[src/rtl/seq_mul_pkg.sv]
// Shared definitions for the 4x3 shift-and-add multiplier.
//   A_W   : multiplicand width (must match the 4-bit ripple adder)
//   B_W   : multiplier width = number of CALC iterations
//   P_W   : product width
//   CNT_W : iteration counter width
package seq_mul_pkg;
  localparam int A_W   = 4;
  localparam int B_W   = 3;
  localparam int P_W   = A_W + B_W;
  localparam int CNT_W = $clog2(B_W);

  typedef enum logic [1:0] {IDLE, CALC, DONE} state_t;
endpackage

[src/rtl/seq_mul_4x3_fouradder.sv]
// FourAdder: 4-bit ripple-carry adder.
//   A, B : addends
//   Cin  : carry in
//   So   : sum
//   Cout : carry out
module FourAdder (
  input  logic [3:0] A,
  input  logic [3:0] B,
  input  logic       Cin,
  output logic [3:0] So,
  output logic       Cout
);
  logic [4:0] c;

  assign c[0] = Cin;

  for (genvar i = 0; i < 4; i++) begin : g_fa
    assign So[i]  = A[i] ^ B[i] ^ c[i];
    assign c[i+1] = (A[i] & B[i]) | (c[i] & (A[i] ^ B[i]));
  end

  assign Cout = c[4];
endmodule

[src/rtl/seq_mul_4x3.sv]
// seq_mul_4x3: sequential unsigned shift-and-add multiplier (4b x 3b -> 7b).
// One multiplier bit is consumed per CALC cycle, LSB first, using a single
// FourAdder for the partial-product addition.
//   clk     : clock, rising edge
//   rst_n   : asynchronous active-low reset
//   start   : multiply request, honoured in IDLE or DONE
//   a, b    : operands, captured on an accepted start
//   busy    : high while calculating
//   done    : one-cycle pulse, product valid from this cycle on
//   product : result, held until the next accepted start
// Build option SEQ_MUL_EARLY_EXIT_EN: finish as soon as the remaining
// multiplier bits are zero (latency 2..B_W+1 instead of a fixed B_W+1).
module seq_mul_4x3
  import seq_mul_pkg::*;
(
  input  logic           clk,
  input  logic           rst_n,
  input  logic           start,
  input  logic [A_W-1:0] a,
  input  logic [B_W-1:0] b,
  output logic           busy,
  output logic           done,
  output logic [P_W-1:0] product
);
  state_t           state, state_nx;
  logic [A_W-1:0]   mcand, acc_hi, add_b, so;
  logic             cout;
  logic [B_W-1:0]   mplier;
  logic [CNT_W-1:0] cnt;
  logic [P_W-1:0]   shifted, final_val;
  logic             last, accept;

  assign add_b = mplier[0] ? mcand : '0;

  FourAdder u_add (
    .A   (acc_hi),
    .B   (add_b),
    .Cin (1'b0),
    .So  (so),
    .Cout(cout)
  );

  // {Cout, So, mplier} >> 1: the consumed multiplier LSB falls off the end.
  assign shifted = {cout, so, mplier[B_W-1:1]};

`ifdef SEQ_MUL_EARLY_EXIT_EN
  // mplier holds original multiplier bits only in [B_W-1-cnt:0]; the upper
  // positions already carry product bits shifted in from the adder.
  logic [B_W-1:0]   rem_mask;
  logic [CNT_W-1:0] shamt;

  always_comb begin
    rem_mask = '0;
    for (int i = 1; i < B_W; i++)
      rem_mask[i] = (i < (B_W - int'(cnt)));
  end

  assign last      = (cnt == CNT_W'(B_W-1)) || ((mplier & rem_mask) == '0);
  assign shamt     = CNT_W'(B_W-1) - cnt;
  // Skipped iterations would only have shifted in zeros; do that alignment now.
  assign final_val = shifted >> shamt;
`else
  assign last      = (cnt == CNT_W'(B_W-1));
  assign final_val = shifted;
`endif

  assign accept = start && (state == IDLE || state == DONE);

  always_ff @(posedge clk or negedge rst_n) begin
    if (!rst_n) state <= IDLE;
    else        state <= state_nx;
  end

  always_comb begin
    state_nx = state;
    busy     = 1'b0;
    done     = 1'b0;
    case (state)
      IDLE: if (start) state_nx = CALC;
      CALC: begin
        busy = 1'b1;
        if (last) state_nx = DONE;
      end
      DONE: begin
        done     = 1'b1;
        state_nx = start ? CALC : IDLE;
      end
      default: state_nx = IDLE;
    endcase
  end

  always_ff @(posedge clk or negedge rst_n) begin
    if (!rst_n) begin
      mcand   <= '0;
      mplier  <= '0;
      acc_hi  <= '0;
      cnt     <= '0;
      product <= '0;
    end else if (accept) begin
      mcand  <= a;
      mplier <= b;
      acc_hi <= '0;
      cnt    <= '0;
    end else if (state == CALC) begin
      acc_hi <= shifted[P_W-1:B_W];
      mplier <= shifted[B_W-1:0];
      cnt    <= cnt + CNT_W'(1);
      if (last) product <= final_val;
    end
  end
endmodule
[config.mk]
export PLATFORM = sky130hd
export DESIGN_NAME = seq_mul_4x3
export DESIGN_NICKNAME = d
export VERILOG_FILES = /design/src/rtl/seq_mul_pkg.sv /design/src/rtl/seq_mul_4x3_fouradder.sv /design/src/rtl/seq_mul_4x3.sv
export SDC_FILE = /design/constraint.sdc
export NUM_CORES = 1
export LEC_CHECK = 0
export ABC_CLOCK_PERIOD_IN_PS = 6300
export CAP_MARGIN = 40
export CORE_ASPECT_RATIO = 1.2
export CORE_MARGIN = 5
export CORE_UTILIZATION = 40
export CTS_BUF_LIST = sky130_fd_sc_hd__clkbuf_2
export CTS_CLUSTER_SIZE = 28
export DETAILED_ROUTE_END_ITERATION = 10
export SYNTH_ARGS = -nofsm -noshare
export SYNTH_HDL_FRONTEND = slang
export SYNTH_HIERARCHICAL = 1
export SYNTH_SLANG_ARGS = --single-unit
[constraint.sdc]
create_clock -name clk -period 6.3 [get_ports clk]
set_input_delay 0.945 -clock clk [delete_from_list [all_inputs] [get_ports clk]]
set_output_delay 0.945 -clock clk [all_outputs]
set_load 0.01 [all_outputs]
Word-level counts from Yosys, hierarchy flattened

Cells that the tools add are included.

Latch bits: 0
Word-level logic and storage cells: 49
Memories kept: 0
Memory bits (writable): 0
Flip-flop bits (word level): 22
Input bits: 10
Output and inout port bits: 9
Memory bits (read-only): 0

Bitwise gates (word level): 18
Reductions and logical operators: 6
Div/mod/pow operators: 0
Shift operators: 0
Equal/unequal tests: 5
Multipliers: 0
Add/sub/neg operators: 1
Multiplexer cells: 13
Order comparisons: 0

Operator list:

| kind                                                            | number |
|---|---|
| 4-bit 2-to-1 mux                                                | 3 |
| 2-bit 2-to-1 mux                                                | 4 |
| 1-bit AND                                                       | 7 |
| 1-bit bitwise XOR                                               | 7 |
| 3-bit 2-to-1 mux                                                | 2 |
| 2-bit one-hot mux with 3 select lines                           | 1 |
| 2-bit == test, second input constant                            | 2 |
| 2-bit inequality test, second input constant                    | 2 |
| 1-bit 2-to-1 mux                                                | 3 |
| 1-bit OR                                                        | 3 |
| 3-bit AND reduction                                             | 1 |
| 2-bit by 1-bit adder with 2-bit output, second input constant   | 1 |
| 2-bit by 1-bit == test with 1-bit output, second input constant | 1 |
| 2-bit zero test                                                 | 1 |
| 2-bit AND reduction                                             | 1 |
| 2-bit nonzero test                                              | 1 |
| 1-bit logical AND                                               | 1 |
| 1-bit logical OR                                                | 1 |
| 1-bit inverter                                                  | 1 |

Logic depth before layout (Yosys ltp)

Gate-level depths: netlist (run 1).

Depth after elaboration: 10
Mapped depth: 11

Hierarchy

The synthesis (run 1) kept the hierarchy.

Modules (own cells, without submodules):

| module      | area each (µm²) | instances | seq. area each (µm²) | cells an instance |
|---|---|---|---|---|
| seq_mul_4x3 | 1016.0          | 1         | 550.5                | 73 |
| FourAdder   | 117.6           | 1         | 0.0                  | 14 |

Worst setup path before layout (run 1)

Ideal clock, no wire load.

Kind: reg-to-reg
Start: register mplier[0]
End: register acc_hi[2]
Clock period less this slack: 2.369 ns
Arrival time: 2.248 ns
Cell stages (with the launch flop): 12
Library setup time: 0.121 ns
Buffers on the path: 0
Path slack: 3.931 ns
Required time: 6.179 ns
Path through: dfrtp_1 -> and2_1 -> fa_1 -> inv_1 -> fa_1 -> inv_1 -> fa_1 -> inv_1 -> fa_1 -> inv_1 -> mux2_1 -> a22o_1

Word-level cells in the longest chain between the ends: 9
Elaborated cells on any way between the ends: 14
Classes of those cells: mux: 3; bitwise: 11

RTL lines:

| item                   | RTL line                    | RTL |
|---|---|---|
| from (decl)            | seq_mul_4x3.sv:28           | `logic [B_W-1:0] mplier;` |
| from (signal assigned) | seq_mul_4x3.sv:106          | `mplier <= shifted[B_W-1:0];` |
| 4-bit 2-to-1 mux       | seq_mul_4x3.sv:33           | `assign add_b = mplier[0] ? mcand : '0;` |
| via add_b[0]           | seq_mul_4x3.sv:26           | `logic [A_W-1:0] mcand, acc_hi, add_b, so;` |
| 1-bit AND (2 in a row) | seq_mul_4x3_fouradder.sv:19 | `assign c[i+1] = (A[i] & B[i]) \| (c[i] & (A[i] ^ B[i]));` |
| 1-bit OR               | seq_mul_4x3_fouradder.sv:19 |  |
| 1-bit AND              | seq_mul_4x3_fouradder.sv:19 |  |
| 1-bit OR               | seq_mul_4x3_fouradder.sv:19 |  |
| 1-bit bitwise XOR      | seq_mul_4x3_fouradder.sv:18 | `assign So[i] = A[i] ^ B[i] ^ c[i];` |
| via so[3]              | seq_mul_4x3.sv:26           |  |
| 4-bit 2-to-1 mux       | seq_mul_4x3.sv:104          | `end else if (state == CALC) begin` |
| 4-bit 2-to-1 mux       | seq_mul_4x3.sv:99           | `end else if (accept) begin` |
| to (signal assigned)   | seq_mul_4x3.sv:105          | `acc_hi <= shifted[P_W-1:B_W];` |
| to (decl)              | seq_mul_4x3.sv:26           |  |

The timed path passes the listed nets, and every way through them passes these cells. The select of a mux whose other input is x is not followed.
A chain may end at the register's enable or synchronous reset.

Final worst setup path (run 1)

Start: register state[0]
End: output busy

Word-level cells in the longest chain between the ends: 2

RTL lines:

| item                                     | RTL line          | RTL |
|---|---|---|
| from (decl)                              | seq_mul_4x3.sv:25 | `state_t state, state_nx;` |
| from (signal assigned)                   | seq_mul_4x3.sv:71 | `else state <= state_nx;` |
| 2-bit by 1-bit == test with 1-bit output | seq_mul_4x3.sv:78 | `case (state)` |
| 1-bit 2-to-1 mux                         | seq_mul_4x3.sv:78 |  |
| to (decl)                                | seq_mul_4x3.sv:21 | `output logic busy,` |

No other way between the ends.

==> impl_metrics.ini, run 1 <==
[setup_path]
reg2reg_depth = 11
cp.required_ns = 5.35
cp-endpoint = busy
arrival_ns = 1.90
reg2reg_from = mplier[0]
crit_cells = 2
crit_family = flip-flops
crit_path_top_delay_cell = dfrtp_1
crit_buf_inv = 1
worst_r2r_endpoint = acc_hi[2]
critPathKind = flop to primary output
critPathLaunchType = flop
cp-startpoint = state[0]
worstPathCellList = nor2b_1 > clkdlybuf4s50_1
critPathCaptureType = primary output
crit_path_max_incr_delay_ns = 0.77
r2r_setup_slack_ns = 3.80
crit_fanout = 14

[detailed_routing]
drc = 0
ant_nets = 0
wl_per_cell_um = 13.1
vias_per_cell = 4.80
wl_mm = 1.83
drtIter0Drc = 0
firstDrtPassIters = 1
vias = 672

[placement]
io_buffers = 18
placed_area_um2 = 1350
dpl.hpwl_mm = 1.46
place_congestion = 0.714
dp_slack_ns = 3.76

[timing]
finalSetupViolations = 0
tns_ns = 0
fmax_ghz = 0.352
drv_slew = 0
max_slew.worst_pin.slew_ns = 0.605
fin_crit_sh = 0.451
finalHoldViolations = 0
layout_setup_ws_ns = 3.46
rsz0062_at_grt = no
relSlewSlack = 0.597
min_period_ns = 2.84
finalClockSkew_ns = 0.0102

[synthesis]
yosys.area.top_type = dfrtp_1
synth_mux_area_frac = 0.228
yosysWarnings = 6
synthAdderAreaFrac = 0.0817
synthDistinctLibCells = 21
synthXorXnorAreaFrac = 0.00773
syn_avg_cell_area_um2 = 13.0
ys_seq_area_frac = 0.486
syn_inst = 87
synth_compound_area_frac = 0.0541
synth_top_family_by_area = multiplexers
syn-num-nets = 102
yosysTopAreaCellShare = 0.486
syn-cell-area_um2 = 1130
synth-seq-cells = 22
synthSimpleGateAreaFrac = 0.0773
synthTopCellsByArea = dfrtp_1 49%, mux2_2 14%, mux2i_1 7.9%, fa_1 7.1%, inv_1 4.3%

[finish]
regArea_um2 = 551
antennaDiodeCount = 0
syn2layout_area_growth_pct = 20.4
final_cell_mix = 22 x dfrtp_1, 18 x clkdlybuf4s50_1, 14 x mux2_2, 13 x inv_1, 9 x mux2i_1
layout-drive-gt1-share = 0.189
design_area_um2 = 1370
n_fill_cell = 270
layout_commonest_cell = dfrtp_1
fin_nets = 123
multiInputGateArea_um2 = 513

[grt]
antenna_found_initial = 0
grt_max_degree = 15
grt_overflow = 0
grt_pass1_vias = 730
grt_pass1_wl_mm = 3.24
track_usage = 0.111

[clocking]
cts_hold_buffers = 0
cts_sinks = 22
clockRootBuffer = clkbuf_2
post_cts_buffers = 0
cts-buffers-inserted = 3
clock_latency_ns = 0.32
cts_buffer_depth = 2
cts_resized = 0
htreeDepth = 1
cts_tree = yes
cts.clk_slew.worst_paths_ns = 0.19

[floorplan]
die_y_um = 68.3
die_x_um = 58.6
rows = 21
die_area_um2 = 4000
ioPinCount = 19
core_um2 = 2760
start_util = 0.411

[power]
total_power_w = 0.000643
peakVddDrop_mv = 0.210
p_leak_nw = 0.645
power_density_nw_per_um2 = 471

[job]
maxCapViolCount = 0

[run_status]
status = complete, no violations

[hold_path]
hold_class = flop to flop
per-stage QoR:
step,hold WS [ns],util,instances
4_1_cts,0.532,0.495,140
6_report,0.525,0.495,140
3_3_place_gp,0.482,0.484,136
5_1_grt,0.548,0.495,140
2_1_floorplan,0.473,-,87
3_5_place_dp,0.490,0.489,137
layout make-up:
cell class              count  share of cell area
clock buffers               3              0.0110
multi-input cells          49               0.376
well taps                  34              0.0312
flip-flops and latches     22               0.403
inverters                  13              0.0357
repair buffers             19               0.143
kinds of logic after synthesis:
group | after synthesis
buffers and inverters | 16
other | 1
multiplexers | 24
XOR/XNOR | 1
AND/OR/NAND/NOR | 11
flip-flops | 22
AO/OA/AOI/OAI | 7
adder cells (fa/ha/maj) | 5
Yosys cell counts:
library cell,instances
mux2_2,14
nand3b_4,1
nor2b_4,1
mux2i_1,9
a22o_1,5
ha_1,1
and2_1,4
fa_1,4
mux2_1,1
buf_2,1
xnor2_1,1
conb_1,1
clkbuf_2,1
nor2b_1,2
a21o_1,1
a32o_1,1
buf_6,1
nand2b_1,2
nor2_1,1
dfrtp_1,22
inv_1,13
registers in the layout (all words and copies together) (netlist names):
name / count
state: 2
acc_hi: 4
product: 7
mplier: 3
mcand: 4
cnt: 2
worst min path at each step:
stage               startpoint  cells past startpoint  slack [ns]        to
floorplan             mcand[0]                      1        0.47  mcand[0]
global placement      mcand[1]                      1        0.48  mcand[1]
detailed placement    mcand[3]                      1        0.49  mcand[3]
CTS                   mcand[0]                      1        0.53  mcand[0]
global route          mcand[3]                      1        0.55  mcand[3]
finish                mcand[3]                      1        0.53  mcand[3]
routing by layer:
layer | wire [µm] | GRT usage
met2 | 970 | 0.196
met5 | 0 | 0
met1 | 763 | 0.129
met3 | 49 | 0.0170
met4 | 44 | 0.0595
where the power goes:
part           internal [W]  total (W)  switching [W]
Combinational      0.000195   0.000318       0.000124
Sequential         0.000207   0.000273      0.0000656
Clock             0.0000130  0.0000523      0.0000393
Total              0.000415   0.000643       0.000229
(Power assumes the default switching activity.)
==> inputs of run 2 (changes only) <==
ABC_CLOCK_PERIOD_IN_PS = 2300   (was 6300)
PLACE_DENSITY = 0.65   (was unset)
clock period = 2.3 ns   (was 6.3 ns; I/O delays follow)
==> impl_metrics.ini, run 2 (synthesis results as in run 1) <==
[detailed_routing]
drc = 0
ant_nets = 0
wl_mm = 1.95
firstDrtPassIters = 3
drtIter0Drc = 14
wl_per_cell_um = 13.4
vias_per_cell = 4.75
vias = 693

[floorplan]
rows = 21
core_um2 = 2760
start_util = 0.411
die_y_um = 68.3
die_area_um2 = 4000
die_x_um = 58.6
ioPinCount = 19

[finish]
reg.largest.list = product: 7 flops, acc_hi: 4 flops, mcand: 4 flops
largest-register = product
n_fill_cell = 258
fin_nets = 128
layout_commonest_cell = dfrtp_1
final_cell_mix = 22 x dfrtp_1, 18 x clkdlybuf4s50_1, 14 x mux2_2, 9 x inv_1, 9 x mux2i_1
design_area_um2 = 1410
largest_reg_flops = 7
layout-drive-gt1-share = 0.304
antennaDiodeCount = 0
final_util = 0.512
fin_cells = 146
syn2layout_area_growth_pct = 24.6

[timing]
drv_slew = 0
layout_setup_ws_ns = -0.0956
fmax_ghz = 0.417
tns_ns = -0.130
min_period_ns = 2.40
finalHoldViolations = 0
finalClockSkew_ns = 0.00263
rsz0062_at_grt = yes
finalSetupViolations = 3
fin_crit_sh = 1.04

[grt]
grt_pass1_wl_mm = 3.53
grt_pass1_vias = 772
grt_max_degree = 23
track_usage = 0.117
antenna_found_initial = 0
grt_overflow = 0

[placement]
io_buffers = 18
post-place-cells = 142
placed_area_um2 = 1390
dpl.hpwl_mm = 1.49
place_congestion = 0.709

[power]
peakVddDrop_mv = 0.614
p_leak_nw = 0.666
power_density_nw_per_um2 = 1350

[setup_path]
critPathKind = flop to flop
arrival_ns = 2.62
cp.required_ns = 2.53
critPathLaunchType = flop
r2r_setup_slack_ns = -0.1
crit_fanout = 2
critPathCaptureType = flop

[clocking]
cts_sinks = 22
cts_tree = yes
cts.clk_slew.worst_paths_ns = 0.20
cts-buffers-inserted = 3
htreeDepth = 1
cts_buffer_depth = 2
clockRootBuffer = clkbuf_2
clock_latency_ns = 0.31
post_cts_buffers = 0
cts_hold_buffers = 0

[run_status]
violations = negative setup slack
status = finished, violations left

[hold_path]
hold_class = input pin to asynchronous set/reset pin

[job]
maxCapViolCount = 0
[run 2: cell count changes in the layout (fill, tap and decap cells not counted)]
| cell | delta |
|---|---|
| buf_4 | +6 |
| buf_8 | -1 |
| inv_2 | +4 |
| mux2_1 | -1 |
| clkinv_1 | +1 |
| fa_2 | +3 |
| inv_1 | -4 |
| fa_1 | -3 |
| and2_4 | +1 |
| mux2_4 | +1 |
| and2_1 | -1 |
[run 2: through the flow]
step	hold slack, ns	setup slack [ns]	power (W)
global route	0.318	-0.208	0.00208
detailed placement	0.498	-0.104	0.00175
global placement	0.484	-0.0791	0.00171
floorplan	0.0494	0.0153	0.00137
finish	0.343	-0.0956	0.00190
CTS	0.324	-0.118	0.00193
[run 2: layer usage]
metal / track usage / share of wire
met2: 0.200 / 0.52
met5: 0 / 0
met4: 0.0510 / 0.0097
met3: 0.0189 / 0.022
met1: 0.147 / 0.45
[run 2: final timing paths]
path                       startpoint         end  cells past startpoint
setup reg to reg             mcand[0]   acc_hi[2]                     11
max in group asynchronous       rst_n  product[5]                      2
hold / removal                  rst_n    mcand[3]                      2
setup / recovery             mcand[0]   acc_hi[2]                     11
min in group clk             mcand[2]    mcand[2]                      1
hold reg to reg              mcand[2]    mcand[2]                      1
[run 2: critical path: stages, from the launching register on]
cell     delay (ns)
dfrtp_1        0.39
and2_4         0.14
fa_2           0.18
inv_2          0.04
fa_2           0.32
inv_2          0.06
fa_2           0.18
inv_2          0.04
fa_1           0.49
inv_2          0.04
mux2_4         0.26
a22o_1         0.17
[run 2: timing repair]
action / CTS / global route
setup endpoints to repair: 3 / 3
resized for setup: 1 / 2
pin swaps: 3 / 1
[run 2: power breakdown]
| group | internal, W | switching (W) |
|---|---|---|
| Clock | 0.0000378 | 0.000110 |
| Combinational | 0.000631 | 0.000434 |
| Sequential | 0.000569 | 0.000121 |
[run 2: area by class of cell]
class,instances,area [µm²],share of cell area
flip-flops and latches,22,551,0.390
clock inverters,1,3.75,0.00266
well taps,34,42.5,0.0301
repair buffers,24,225,0.159
inverters,13,48.8,0.0345
multi-input cells,49,527,0.373
clock buffers,3,15.0,0.0106
